[config.mk]
export PLATFORM = sky130hd
export DESIGN_NAME = lfsr_rng_flat
export DESIGN_NICKNAME = d
export VERILOG_FILES = /design/src/rtl/lfsr_rng_pkg.sv /design/src/rtl/lfsr_rng_if.sv /design/src/rtl/lfsr_rng_core.sv /design/src/rtl/lfsr_rng.sv /design/src/flat_wrapper.sv
export SDC_FILE = /design/constraint.sdc
export NUM_CORES = 1
export LEC_CHECK = 0
export CORE_MARGIN = 2
export CORE_UTILIZATION = 51
export DETAILED_ROUTE_END_ITERATION = 10
export PLACE_DENSITY_LB_ADDON = 0.1
export SLEW_MARGIN = 25
export SYNTH_ARGS = -nofsm -noshare
export SYNTH_HDL_FRONTEND = slang
export SYNTH_SLANG_ARGS = --single-unit
[constraint.sdc]
create_clock -name clk -period 2 [get_ports clk]
set_input_delay 0.2 -clock clk [delete_from_list [all_inputs] [get_ports clk]]
set_output_delay 0.2 -clock clk [all_outputs]
set_load 0.02 [all_outputs]
[src/rtl/lfsr_rng_pkg.sv]
// Shared types and helpers for the lfsr_rng random-number generator.
// Holds the FSM state encoding, the width limit for delivered values and
// a table of maximal-length XNOR tap masks.
package lfsr_rng_pkg;

    typedef enum logic [1:0] {
        IDLE   = 2'd0,
        SEARCH = 2'd1,
        DONE   = 2'd2
    } rng_state_t;

    localparam int OUT_W_MAX = 32;

    // Maximal-length tap masks for an XNOR LFSR that shifts towards the MSB
    // and feeds bit 0. Bit i of the mask selects state[i]. Widths outside
    // 3..32 return zero.
    function automatic logic [31:0] default_taps(input int width);
        logic [31:0] taps;
        case (width)
            3:       taps = 32'h0000_0006;
            4:       taps = 32'h0000_000C;
            5:       taps = 32'h0000_0014;
            6:       taps = 32'h0000_0030;
            7:       taps = 32'h0000_0060;
            8:       taps = 32'h0000_00B8;
            9:       taps = 32'h0000_0110;
            10:      taps = 32'h0000_0240;
            11:      taps = 32'h0000_0500;
            12:      taps = 32'h0000_0829;
            13:      taps = 32'h0000_100D;
            14:      taps = 32'h0000_2015;
            15:      taps = 32'h0000_6000;
            16:      taps = 32'h0000_D008;
            17:      taps = 32'h0001_2000;
            18:      taps = 32'h0002_0400;
            19:      taps = 32'h0004_0023;
            20:      taps = 32'h0009_0000;
            21:      taps = 32'h0014_0000;
            22:      taps = 32'h0030_0000;
            23:      taps = 32'h0042_0000;
            24:      taps = 32'h00E1_0000;
            25:      taps = 32'h0120_0000;
            26:      taps = 32'h0200_0023;
            27:      taps = 32'h0400_0013;
            28:      taps = 32'h0900_0000;
            29:      taps = 32'h1400_0000;
            30:      taps = 32'h2000_0029;
            31:      taps = 32'h4800_0000;
            32:      taps = 32'h8020_0003;
            default: taps = 32'h0000_0000;
        endcase
        return taps;
    endfunction

endpackage

[src/rtl/lfsr_rng_if.sv]
// Request/acknowledge bundle between a consumer and lfsr_rng.
// The master side is the consumer (game-question logic); the slave side
// is the generator itself.
interface lfsr_rng_if #(
    parameter int WIDTH = 8,
    parameter int OUT_W = 4
);

    logic             seed_load;
    logic [WIDTH-1:0] seed_in;
    logic             free_run;
    logic             req;
    logic [OUT_W-1:0] limit;
    logic             rnd_valid;
    logic [OUT_W-1:0] rnd_out;
    logic             rnd_ack;
    logic             busy;
    logic             timeout;

    modport master (
        output seed_load, seed_in, free_run, req, limit, rnd_ack,
        input  rnd_valid, rnd_out, busy, timeout
    );

    modport slave (
        input  seed_load, seed_in, free_run, req, limit, rnd_ack,
        output rnd_valid, rnd_out, busy, timeout
    );

endinterface

[src/rtl/lfsr_rng_core.sv]
// XNOR-feedback LFSR used by lfsr_rng.
// Handles seed loading, stepping and recovery from the all-ones lockup
// state; exposes only the low OUT_W bits as the candidate value.
module lfsr_core
    import lfsr_rng_pkg::*;
#(
    parameter int               WIDTH = 8,
    parameter int               OUT_W = 4,
    parameter logic [WIDTH-1:0] TAPS  = WIDTH'(default_taps(WIDTH)),
    parameter logic [WIDTH-1:0] SEED  = '0
) (
    input  logic             clk,
    input  logic             rst,
    input  logic             load,
    input  logic [WIDTH-1:0] seed_in,
    input  logic             step,
    output logic [OUT_W-1:0] cand
);

    logic [WIDTH-1:0] lfsr_q;
    logic [WIDTH-1:0] lfsr;
    logic [WIDTH-1:0] lfsr_d;
    logic             fb;

    assign lfsr = lfsr_q;
    assign fb   = ~^(lfsr & TAPS);
    assign cand = lfsr[OUT_W-1:0];

    // Next state: a seed load wins over a step, and all-ones (the XNOR
    // lockup value) is never loaded or stepped from; SEED replaces it.
    always_comb begin
        lfsr_d = lfsr;
        if (load) begin
            lfsr_d = (&seed_in) ? SEED : seed_in;
        end else if (step) begin
            lfsr_d = (&lfsr) ? SEED : {lfsr[WIDTH-2:0], fb};
        end
    end

    // State register, returns to SEED on reset.
    always_ff @(posedge clk or negedge rst) begin
        if (!rst) begin
            lfsr_q <= SEED;
        end else begin
            lfsr_q <= lfsr_d;
        end
    end

endmodule

[src/rtl/lfsr_rng.sv]
// Bounded-range random-number generator: an LFSR feeds candidates to a
// rejection-sampling FSM that delivers a value in [0, limit] over a
// request/acknowledge port. If no candidate fits within MAX_TRIES
// attempts a fallback value is delivered and timeout pulses.
// Optional feature: define NO_REPEAT_EN to also reject a candidate equal
// to the previously delivered value.
module lfsr_rng
    import lfsr_rng_pkg::*;
#(
    parameter int               WIDTH     = 8,
    parameter logic [WIDTH-1:0] TAPS      = WIDTH'(default_taps(WIDTH)),
    parameter logic [WIDTH-1:0] SEED      = '0,
    parameter int               OUT_W     = 4,
    parameter int               MAX_TRIES = 16
) (
    input  logic       clk,
    input  logic       rst,
    lfsr_rng_if.slave  bus
);

    localparam int                 TRIES_W  = (MAX_TRIES > 1) ? $clog2(MAX_TRIES) : 1;
    localparam logic [TRIES_W-1:0] LAST_TRY = TRIES_W'(MAX_TRIES - 1);

    rng_state_t         state_q;
    rng_state_t         state_d;
    logic [TRIES_W-1:0] tries_q;
    logic [TRIES_W-1:0] tries_d;
    logic [OUT_W-1:0]   limit_q;
    logic [OUT_W-1:0]   limit_d;
    logic [OUT_W-1:0]   rnd_out_q;
    logic [OUT_W-1:0]   rnd_out_d;
    logic               rnd_valid_q;
    logic               rnd_valid_d;
    logic               timeout_q;
    logic               timeout_d;
    logic [OUT_W-1:0]   cand;
    logic [OUT_W-1:0]   fallback;
    logic               accept;
    logic               step;
`ifdef NO_REPEAT_EN
    logic [OUT_W-1:0]   last_q;
    logic [OUT_W-1:0]   last_d;
`endif

    // The LFSR runs every cycle while searching so each attempt sees a
    // fresh candidate; otherwise it only moves when free-running.
    assign step = (state_q == SEARCH) || bus.free_run;

    lfsr_core #(
        .WIDTH (WIDTH),
        .OUT_W (OUT_W),
        .TAPS  (TAPS),
        .SEED  (SEED)
    ) u_core (
        .clk     (clk),
        .rst     (rst),
        .load    (bus.seed_load),
        .seed_in (bus.seed_in),
        .step    (step),
        .cand    (cand)
    );

    // Candidate acceptance and the value used when the search gives up.
    always_comb begin
`ifdef NO_REPEAT_EN
        accept   = (cand <= limit_q) && ((cand != last_q) || (limit_q == '0));
        fallback = ((last_q == '0) && (limit_q != '0)) ? OUT_W'(1) : '0;
`else
        accept   = (cand <= limit_q);
        fallback = '0;
`endif
    end

    // Request FSM: latch the bound, search for a fitting candidate, then
    // hold the result until the consumer acknowledges it.
    always_comb begin
        state_d     = state_q;
        tries_d     = tries_q;
        limit_d     = limit_q;
        rnd_out_d   = rnd_out_q;
        rnd_valid_d = 1'b0;
        timeout_d   = 1'b0;
`ifdef NO_REPEAT_EN
        last_d      = last_q;
`endif
        case (state_q)
            IDLE: begin
                if (bus.req) begin
                    limit_d = bus.limit;
                    tries_d = '0;
                    state_d = SEARCH;
                end
            end
            SEARCH: begin
                if (accept) begin
                    rnd_out_d   = cand;
                    rnd_valid_d = 1'b1;
                    state_d     = DONE;
                end else if (tries_q == LAST_TRY) begin
                    rnd_out_d   = fallback;
                    rnd_valid_d = 1'b1;
                    timeout_d   = 1'b1;
                    state_d     = DONE;
                end else begin
                    tries_d = tries_q + 1'b1;
                end
            end
            DONE: begin
                if (bus.rnd_ack) begin
                    state_d = IDLE;
`ifdef NO_REPEAT_EN
                    last_d  = rnd_out_q;
`endif
                end else begin
                    rnd_valid_d = 1'b1;
                end
            end
            default: begin
                state_d = IDLE;
            end
        endcase
    end

    // FSM state and result registers, cleared asynchronously so a pending
    // request is dropped the moment reset is asserted.
    always_ff @(posedge clk or negedge rst) begin
        if (!rst) begin
            state_q     <= IDLE;
            tries_q     <= '0;
            limit_q     <= '0;
            rnd_out_q   <= '0;
            rnd_valid_q <= 1'b0;
            timeout_q   <= 1'b0;
        end else begin
            state_q     <= state_d;
            tries_q     <= tries_d;
            limit_q     <= limit_d;
            rnd_out_q   <= rnd_out_d;
            rnd_valid_q <= rnd_valid_d;
            timeout_q   <= timeout_d;
        end
    end

`ifdef NO_REPEAT_EN
    // History of the last acknowledged value, used to avoid repeats.
    always_ff @(posedge clk or negedge rst) begin
        if (!rst) begin
            last_q <= '0;
        end else begin
            last_q <= last_d;
        end
    end
`endif

    assign bus.rnd_valid = rnd_valid_q;
    assign bus.rnd_out   = rnd_out_q;
    assign bus.timeout   = timeout_q;
    assign bus.busy      = (state_q != IDLE);

endmodule

[src/flat_wrapper.sv]
// flat-port wrapper written by rule: the top's interface ports become plain ports
module lfsr_rng_flat import lfsr_rng_pkg::*;
#(
    parameter int               WIDTH     = 8,
    parameter logic [WIDTH-1:0] TAPS      = WIDTH'(default_taps(WIDTH)),
    parameter logic [WIDTH-1:0] SEED      = '0,
    parameter int               OUT_W     = 4,
    parameter int               MAX_TRIES = 16
)
  (clk, rst, bus_seed_load, bus_seed_in, bus_free_run, bus_req, bus_limit, bus_rnd_ack, bus_rnd_valid, bus_rnd_out, bus_busy, bus_timeout);
  lfsr_rng_if #(.WIDTH(WIDTH), .OUT_W(OUT_W)) bus_i ();
  input  logic clk;
  input  logic rst;
  input wire logic [$bits(bus_i.seed_load)-1:0] bus_seed_load;
  input wire logic [$bits(bus_i.seed_in)-1:0] bus_seed_in;
  input wire logic [$bits(bus_i.free_run)-1:0] bus_free_run;
  input wire logic [$bits(bus_i.req)-1:0] bus_req;
  input wire logic [$bits(bus_i.limit)-1:0] bus_limit;
  input wire logic [$bits(bus_i.rnd_ack)-1:0] bus_rnd_ack;
  output wire logic [$bits(bus_i.rnd_valid)-1:0] bus_rnd_valid;
  output wire logic [$bits(bus_i.rnd_out)-1:0] bus_rnd_out;
  output wire logic [$bits(bus_i.busy)-1:0] bus_busy;
  output wire logic [$bits(bus_i.timeout)-1:0] bus_timeout;
  assign bus_i.seed_load = bus_seed_load;
  assign bus_i.seed_in = bus_seed_in;
  assign bus_i.free_run = bus_free_run;
  assign bus_i.req = bus_req;
  assign bus_i.limit = bus_limit;
  assign bus_i.rnd_ack = bus_rnd_ack;
  assign bus_rnd_valid = bus_i.rnd_valid;
  assign bus_rnd_out = bus_i.rnd_out;
  assign bus_busy = bus_i.busy;
  assign bus_timeout = bus_i.timeout;
  lfsr_rng #(.WIDTH(WIDTH), .TAPS(TAPS), .SEED(SEED), .OUT_W(OUT_W), .MAX_TRIES(MAX_TRIES)) u_core (.clk(clk), .rst(rst), .bus(bus_i));
endmodule
After elaboration in Yosys (flattened, before gate mapping):

Cells that the tools add are included.

* flip-flop bits (word level): 24
* input port bits: 18

* equal/unequal tests: 8
* $add $sub $neg: 1
* reductions and logical operators: 13
* magnitude comparators: 1
* muxes and demuxes: 21

Operator list (count)
* $mux 8: 4
* $mux 4: 5
* $reduce_and 8->1: 2
* $mux 2: 4
* $ne 2x2->1 const B: 4
* $pmux 4 s2: 1
* $reduce_bool 2->1: 4
* $reduce_xnor 8->1: 1
* $pmux 2 s3: 1
* $mux 1: 5
* $add 4x1->4 const B: 1
* $eq 4x4->1 const B: 1
* $le 4x4->1: 1
* $reduce_and 2->1: 2
* $reduce_and 4->1: 1
* $ne 3x1->1 const B: 1
* $reduce_and 3->1: 1
* $eq 2x1->1 const B: 1
* $eq 2x2->1 const B: 1
* $logic_not 2->1: 1
* $pmux 1 s2: 1
* $logic_or 1x1->1: 1

Longest topological paths before layout:

Gate-level depths: netlist of the first run.

* depth after elaboration: 4
* gate-level depth with buffers: 7

By module:

From an unflattened synthesis of the first run, not the netlist that was laid out.

* cells, all modules: 146
* area total of the unflattened synthesis: 1468.9 µm²

By module, submodules not included
* lfsr_rng: area an instance 894.6 µm², seq. area each 400.4 µm², instances 1, cells an instance 90
* lfsr_core: area an instance 574.3 µm², seq. area each 200.2 µm², instances 1, cells an instance 56

Least setup slack after synthesis of the first run:

OpenSTA, ideal clock, no wires.

* kind: register to register
* from: reg u_core.u_core.lfsr_q[1] (netlist: u_core.u_core.lfsr[1])
* to: reg u_core.tries_q[3]
* library setup time: 0.120 ns
* arrival time: 1.543 ns
* slack: 0.337 ns
* stages on the path, launching flop included: 7
* cell sequence: dfrtp_1 -> ha_1 -> nor2b_4 -> o211ai_2 -> a21oi_1 -> a22o_1 -> a31o_1

* word-level cells in the longest chain between the ends: 3

Ends and longest elaborated chain
* start, declared: line lfsr_rng_core.sv:20 `logic [WIDTH-1:0] lfsr_q;`
* start signal, assigned: line lfsr_rng_core.sv:45 `lfsr_q <= lfsr_d;`
* $le 4x4->1: line lfsr_rng.sv:69 `accept = (cand <= limit_q);`
* $ne 2x2->1 (no line)
* $reduce_and 4->1 (no line)
* end signal, assigned: line lfsr_rng.sv:136 `tries_q <= tries_d;`
* end, declared: line lfsr_rng.sv:26 `logic [TRIES_W-1:0] tries_q;`

Every way passes these cells.
A chain may end at the register's enable or synchronous reset.

Final worst setup path of the first run:

Same ends and word-level chain as after synthesis.

==> metrics.csv, run 1 <==
metric,value,unit
fillerInstances,200,
synth_most_common_cell,dfrtp_1,
grt_start_max_net_pins,25,
clockRootBuffer,clkbuf_4,
drtIter0Drc,9,
share_comb_of_total_power,50.0,%
sw_frac_of_total,38.4,%
rows,18,
post-cts-setup-buffers,0,
power.leakage,0.744,nW
p_clk_share,15.1,%
die_w,54.9,um
ys_top_cells_by_count,"dfrtp_1, nand2_1, ha_1",
syn_area_per_cell,10.6,sq um
min_path_type,input pin to async pin,
max_stage_delay,480,ps
ys.flop_type,dfrtp_1,
maxCapViolations,0,
ios,25,
antenna_left,0,
start_kind,flip-flop,
critPathSlowestCell,dfrtp_1,
cpLargestDelayFamily,compound AO/OA/AOI/OAI gates,
path_buf_inv,0,
seqPwrFrac,34.9,%
syn_inst,125,
antenna_found_initial,0,
switching_power,0.868,mW
yosys.area.top_type,dfrtp_1,
cp_max_fo,5,
max_freq,553,MHz
diodes,0,
grt_usage,21.0,%
gp_congestion,0.856,
seq_area_frac_synth,45.4,%
power.density,1350,nW/um^2
slew_violations,0,
tritoncts,done,
async_reset_ff_share,100,%
worstPathCellList,"ha_1, nor2b_4, o211ai_2, a21oi_1, a22o_1, a31o_1",
path_class,flip-flop to flip-flop,
ys_seq_elements,24,
clock_skew,15.8,ps
hold_violations,0,
tightest_slew,374,ps
drcViolationCount,0,
htree_levels,1,
setup_tns,0,ps
yosys-top-cells-area,"dfrtp_1, ha_1, nand2_1, a22oi_1, mux2_2",
finalCritPeriodShare,90.4,%
grt_pass1_wl,4530,um
ys_warn_count,0,
start_util,53.4,%
finalSetupViolations,0,
drive_gt1_share,13.5,%
cp.required,2230,ps
grt_pass1_vias,1045,
arrival,2030,ps
synthToLayoutAreaGrowth,26.9,%
status,"finished, final reports clean",
wl_per_cell,14.1,um
slew_headroom,75.0,%
nets,184,
ir_drop,1130,uV
fp.dieH,54.9,um
firstDrtPassIters,4,
portBuffers,24,
core-area,2480,sq um
crit_start,u_core.u_core.lfsr[1],
gr-total-overflow,0,
p_int,1.39,mW
clockBufferDepth,2,
holdWs,220,ps
synth_area,1320,sq um
clk_pin_slew,130,ps
critPathCaptureType,flip-flop,
routed_via_density,5.77,
synth_edf_count,0,
min_period,1810,ps
synth_top_cell_area_share,45.4,%
rsz0062_at_grt,no,
clk_latency,320,ps
synthDistinctLibCells,38,
fp.dieArea,3020,sq um
cts_buffers,3,
numClockSinks,24,
num_vias,1074,
reg2reg_from,u_core.u_core.lfsr[1],
dp.final_hpwl,2100,um
wirelength,2620,um
synthesis.nets,152,
## per-layer routing
metal | track usage, % | part of all wire (%) | wire length (um)
met2 | 33.3 | 47 | 1230
met1 | 29.7 | 48 | 1260
met5 | 0 | 0 | 0
met4 | 2.44 | 0.57 | 15
met3 | 5.65 | 4.2 | 109
## registers in the layout, summed over array words and instances (netlist names)
signal,cells
u_core.limit_q,4
u_core.bus.rnd_out,4
u_core.u_core.lfsr,8
u_core.tries_q,4
u_core.bus.timeout,1
u_core.bus.rnd_valid,1
u_core.state_q,2
## metrics by stage
step	worst slack [ps]	instance area [sq um]	total power [mW]	util, %	instances
floorplan	337	1320	1.57	-	125
global placement	263	1630	1.90	65.8	182
detailed placement	219	1630	1.94	65.8	182
CTS	190	1680	2.28	67.8	186
global route	72.4	1680	2.46	67.8	186
finish	193	1680	2.26	67.8	186
## final timing paths
kind                            depth (start not counted)  slack, ps               endpoint
worst max-delay path                                    6        190      u_core.tries_q[3]
worst min-delay path                                    2        220  u_core.u_core.lfsr[6]
min in group clk                                        2        510      u_core.limit_q[1]
max in group asynchronous                               2       1540      u_core.tries_q[1]
worst min register to register                          1        520      u_core.limit_q[1]
worst max register to register                          6        190      u_core.tries_q[3]
## final cells by class
class | count | area, sq um | share of cell area, %
clock buffers | 3 | 22.5 | 1.34
clock inverters | 1 | 30.0 | 1.79
inverters | 8 | 30.0 | 1.79
multi-input cells | 91 | 683 | 40.7
flip-flops and latches | 24 | 601 | 35.7
well taps | 30 | 37.5 | 2.23
repair buffers | 29 | 277 | 16.5
## cells in the final DEF (no fill, tap or decap), drive strengths merged, types with 2 or more instances in the layout
master | Yosys | layout
dfrtp | 24 | 24
clkdlybuf4s50 | 0 | 23
nand2 | 16 | 16
o21ai | 11 | 11
ha | 9 | 9
inv | 8 | 8
a22oi | 7 | 7
a22o | 5 | 5
buf | 2 | 5
a21oi | 5 | 5
nand4 | 4 | 4
mux2 | 4 | 4
nand3 | 3 | 3
clkbuf | 0 | 3
nand2b | 3 | 3
a31oi | 2 | 2
nor2 | 2 | 2
nor2b | 2 | 2
o211ai | 2 | 2
a21boi | 2 | 2
nor3 | 2 | 2
## logic make-up (layout without fill, tap and decap cells)
| family | count (synthesis) | in the layout | share of synthesized area, % |
|---|---|---|---|
| flip-flops | 24 | 24 | 45.4 |
| adder cells (fa/ha/maj) | 9 | 9 | 8.51 |
| buffers and inverters | 10 | 41 | 3.02 |
| AO/OA/AOI/OAI | 41 | 41 | 23.5 |
| XOR/XNOR | 2 | 2 | 1.32 |
| AND/OR/NAND/NOR | 35 | 35 | 14.8 |
| multiplexers | 4 | 4 | 3.40 |
## power by group through the flow
stage / clock (mW) / combinational, mW / sequential [mW]
6_report: 0.342 / 1.13 / 0.790
5_1_grt: 0.369 / 1.28 / 0.817
4_1_cts: 0.352 / 1.14 / 0.791
3_5_place_dp: 0 / 1.14 / 0.802
3_3_place_gp: 0 / 1.11 / 0.794
2_1_floorplan: 0 / 0.737 / 0.836
## what timing repair did
action,CTS,global route
setup endpoints to repair,1,0
gates resized for setup,1,0
hold buffers,0,0
No activity file was read; power rests on OpenSTA's default activity.
==> inputs of run 2 (changes only) <==
CORE_UTILIZATION = 54   (was 51)
CTS_BUF_LIST = sky130_fd_sc_hd__clkbuf_8   (was not set)
SYNTH_HIERARCHICAL = 1   (was not set)
==> metrics.csv, run 2 <==
metric,value,unit,change
gr-total-overflow,0,,unchanged
firstDrtPassIters,4,,unchanged
ios,25,,unchanged
seq_area_frac_synth,40.9,%,-4.5 points
start_kind,flip-flop,,
maxCapViolations,0,,unchanged
drive_gt1_share,19.4,%,+6.0 points
async_reset_ff_share,100,%,unchanged
hold_violations,0,,unchanged
finalSetupViolations,0,,unchanged
ys_top_cells_by_count,"dfrtp_1, nand2_1, o21ai_0",,
grt_pass1_wl,5530,um,+22%
yosys-top-cells-area,"dfrtp_1, ha_1, o21ai_0, mux2_2, nand2_1",,
wl_per_cell,16.1,um,+14%
critPathCaptureType,flip-flop,,
num_vias,1235,,+15%
grt_usage,22.0,%,+1.0 points
hold_buffers,0,,unchanged
slew_headroom,73.7,%,-1.3 points
ys_warn_count,6,,+6
yosys.area.top_type,dfrtp_1,,
clockRootBuffer,clkbuf_8,,
wirelength,3300,um,+26%
fp.dieArea,3150,sq um,+4.5%
ir_drop,900,uV,-21%
power,2.23,mW,-1.3%
portBuffers,24,,unchanged
nets,204,,+11%
syn_inst,146,,+17%
tightest_slew,393,ps,+19.0 ps
fillerInstances,210,,+5.0%
antenna_found_initial,0,,unchanged
grt_pass1_vias,1217,,+16%
synthDistinctLibCells,43,,+13%
start_util,58.2,%,+4.8 points
rsz0062_at_grt,no,,
synth_area,1470,sq um,+11%
grt_start_max_net_pins,25,,unchanged
max_freq,513,MHz,-7.2%
synth_top_cell_area_share,40.9,%,-4.5 points
largest_reg_flops,8,,unchanged
final_common_cell,clkdlybuf4s50_1,,
power.leakage,0.809,nW,+8.7%
fin_ws,52.5,ps,-140 ps
drtIter0Drc,34,,+25
dp_slack,-45.9,ps,-265 ps
clockBufferDepth,2,,unchanged
post-route-util,72.8,%,+4.9 points
r2r_cells,6,,unchanged
synth_edf_count,0,,unchanged
place_area,1770,sq um,+8.5%
cpLargestDelayFamily,compound AO/OA/AOI/OAI gates,,
worstPathCellList,"ha_1, nor2b_2, o211ai_1, a31o_4, or3_4, o31ai_2",,
setup_tns,0,ps,unchanged
power.density,1220,nW/um^2,-9.7%
core-area,2520,sq um,+1.8%
path_class,flip-flop to flip-flop,,
cts_buffers,3,,unchanged
synthesis.nets,173,,+14%
routed_via_density,6.02,,+4.3%
min_path_type,input pin to async pin,,
r2r-end,u_core/tries_q[3],,
clk_latency,260,ps,-60 ps
gp_congestion,0.804,,-6.1%
final_area,1840,sq um,+9.2%
clock_skew,5.63,ps,-10.2 ps
reg2reg_from,u_core/u_core/lfsr[1],,
path_buf_inv,0,,unchanged
synth_most_common_cell,dfrtp_1,,
antenna_left,0,,unchanged
min_period,1950,ps,+140 ps
drcViolationCount,0,,unchanged
ys_seq_elements,24,,unchanged
layout_common_cells,"clkdlybuf4s50_1, dfrtp_1, nand2_1",,
syn_area_per_cell,10.1,sq um,-5.0%
status,"finished, final reports clean",,
synthToLayoutAreaGrowth,25.0,%,
max_stage_delay,400,ps,-80 ps
clk_pin_slew,80,ps,-50 ps
fp.dieH,56.2,um,+2.2%
rows,18,,unchanged
cp.required,2170,ps,-60 ps
numClockSinks,24,,unchanged
diodes,0,,unchanged
rrSetupSlack,50,ps,-140 ps
htree_levels,1,,unchanged
die_w,56.2,um,+2.2%
dp.final_hpwl,2480,um,+18%
tritoncts,done,,
cp_max_fo,3,,-2
ys.flop_type,dfrtp_1,,
critPathSlowestCell,dfrtp_1,,
finalCritPeriodShare,97.4,%,+7.0 points
arrival,2120,ps,+90 ps
slew_violations,0,,unchanged
run 2: cell count changes after synthesis, moves of 5 or more:
cell	previous run	this run
o21ai_0	4	13
o21ai_1	7	0
a22oi_1	7	0
buf_4	0	5
run 2: worst max-delay path by stage:
stage	depth (start not counted)	endpoint	startpoint
after global placement	7	u_core/tries_q[3]	u_core/u_core/lfsr[0]
after CTS	8	u_core/tries_q[2]	u_core/limit_q[2]
after global routing	6	u_core/tries_q[3]	u_core/u_core/lfsr[1]
final	6	u_core/tries_q[3]	u_core/u_core/lfsr[1]
after floorplan	8	u_core/tries_q[3]	u_core/u_core/lfsr[0]
after detailed placement	8	u_core/tries_q[2]	u_core/u_core/lfsr[0]
run 2: where the power goes:
group / internal, mW / switching, mW
registers: 0.642 / 0.107
clock network: 0.134 / 0.142
logic: 0.589 / 0.618
run 2: worst reg2reg max path: stages (launching register included):
cell and delay [ps]:
dfrtp_1 400, ha_1 300, nor2b_2 130, o211ai_1 160, a31o_4 270, or3_4 380, o31ai_2 210
run 2: what timing repair did:
action                                 in CTS  in global routing
buffers inserted                            1                  1
endpoints found under the hold margin       0                  0
setup endpoints to repair                   2                  3
pin swaps                                   0                  1
resized for setup                           1                  5
gates cloned                                0                  0
run 2: layout make-up:
cell class              instances  area [sq um]  area share (%)
repair buffers                 34           315            17.2
well taps                      30          37.5            2.04
clock buffers                   3          41.3            2.25
flip-flops and latches         24           602            32.8
inverters                       9          33.8            1.84
multi-input cells             105           806            43.9
run 2: metal layers:
metal / up-vias / track usage (%) / part of all wire (%)
li1: 585 / - / -
met1: 611 / 30.6 / 46
met2: 35 / 35.1 / 49
met3: 4 / 2.56 / 4.4
met4: 0 / 7.82 / 0.97
met5: - / 0 / 0
run 2: kinds of logic after synthesis:
family / synth area share, %
XOR/XNOR: 1.19
buffers and inverters: 5.79
adder cells (fa/ha/maj): 7.67
multiplexers: 4.51
flip-flops: 40.9
AO/OA/AOI/OAI: 20.7
AND/OR/NAND/NOR: 19.2
run 2: stage by stage:
| stage | cells | hold slack (ps) |
|---|---|---|
| 3_3_place_gp | 200 | 495 |
| 4_1_cts | 204 | 304 |
| 6_report | 205 | 301 |
| 2_1_floorplan | 146 | -95.6 |
| 5_1_grt | 205 | 325 |
| 3_5_place_dp | 200 | 511 |
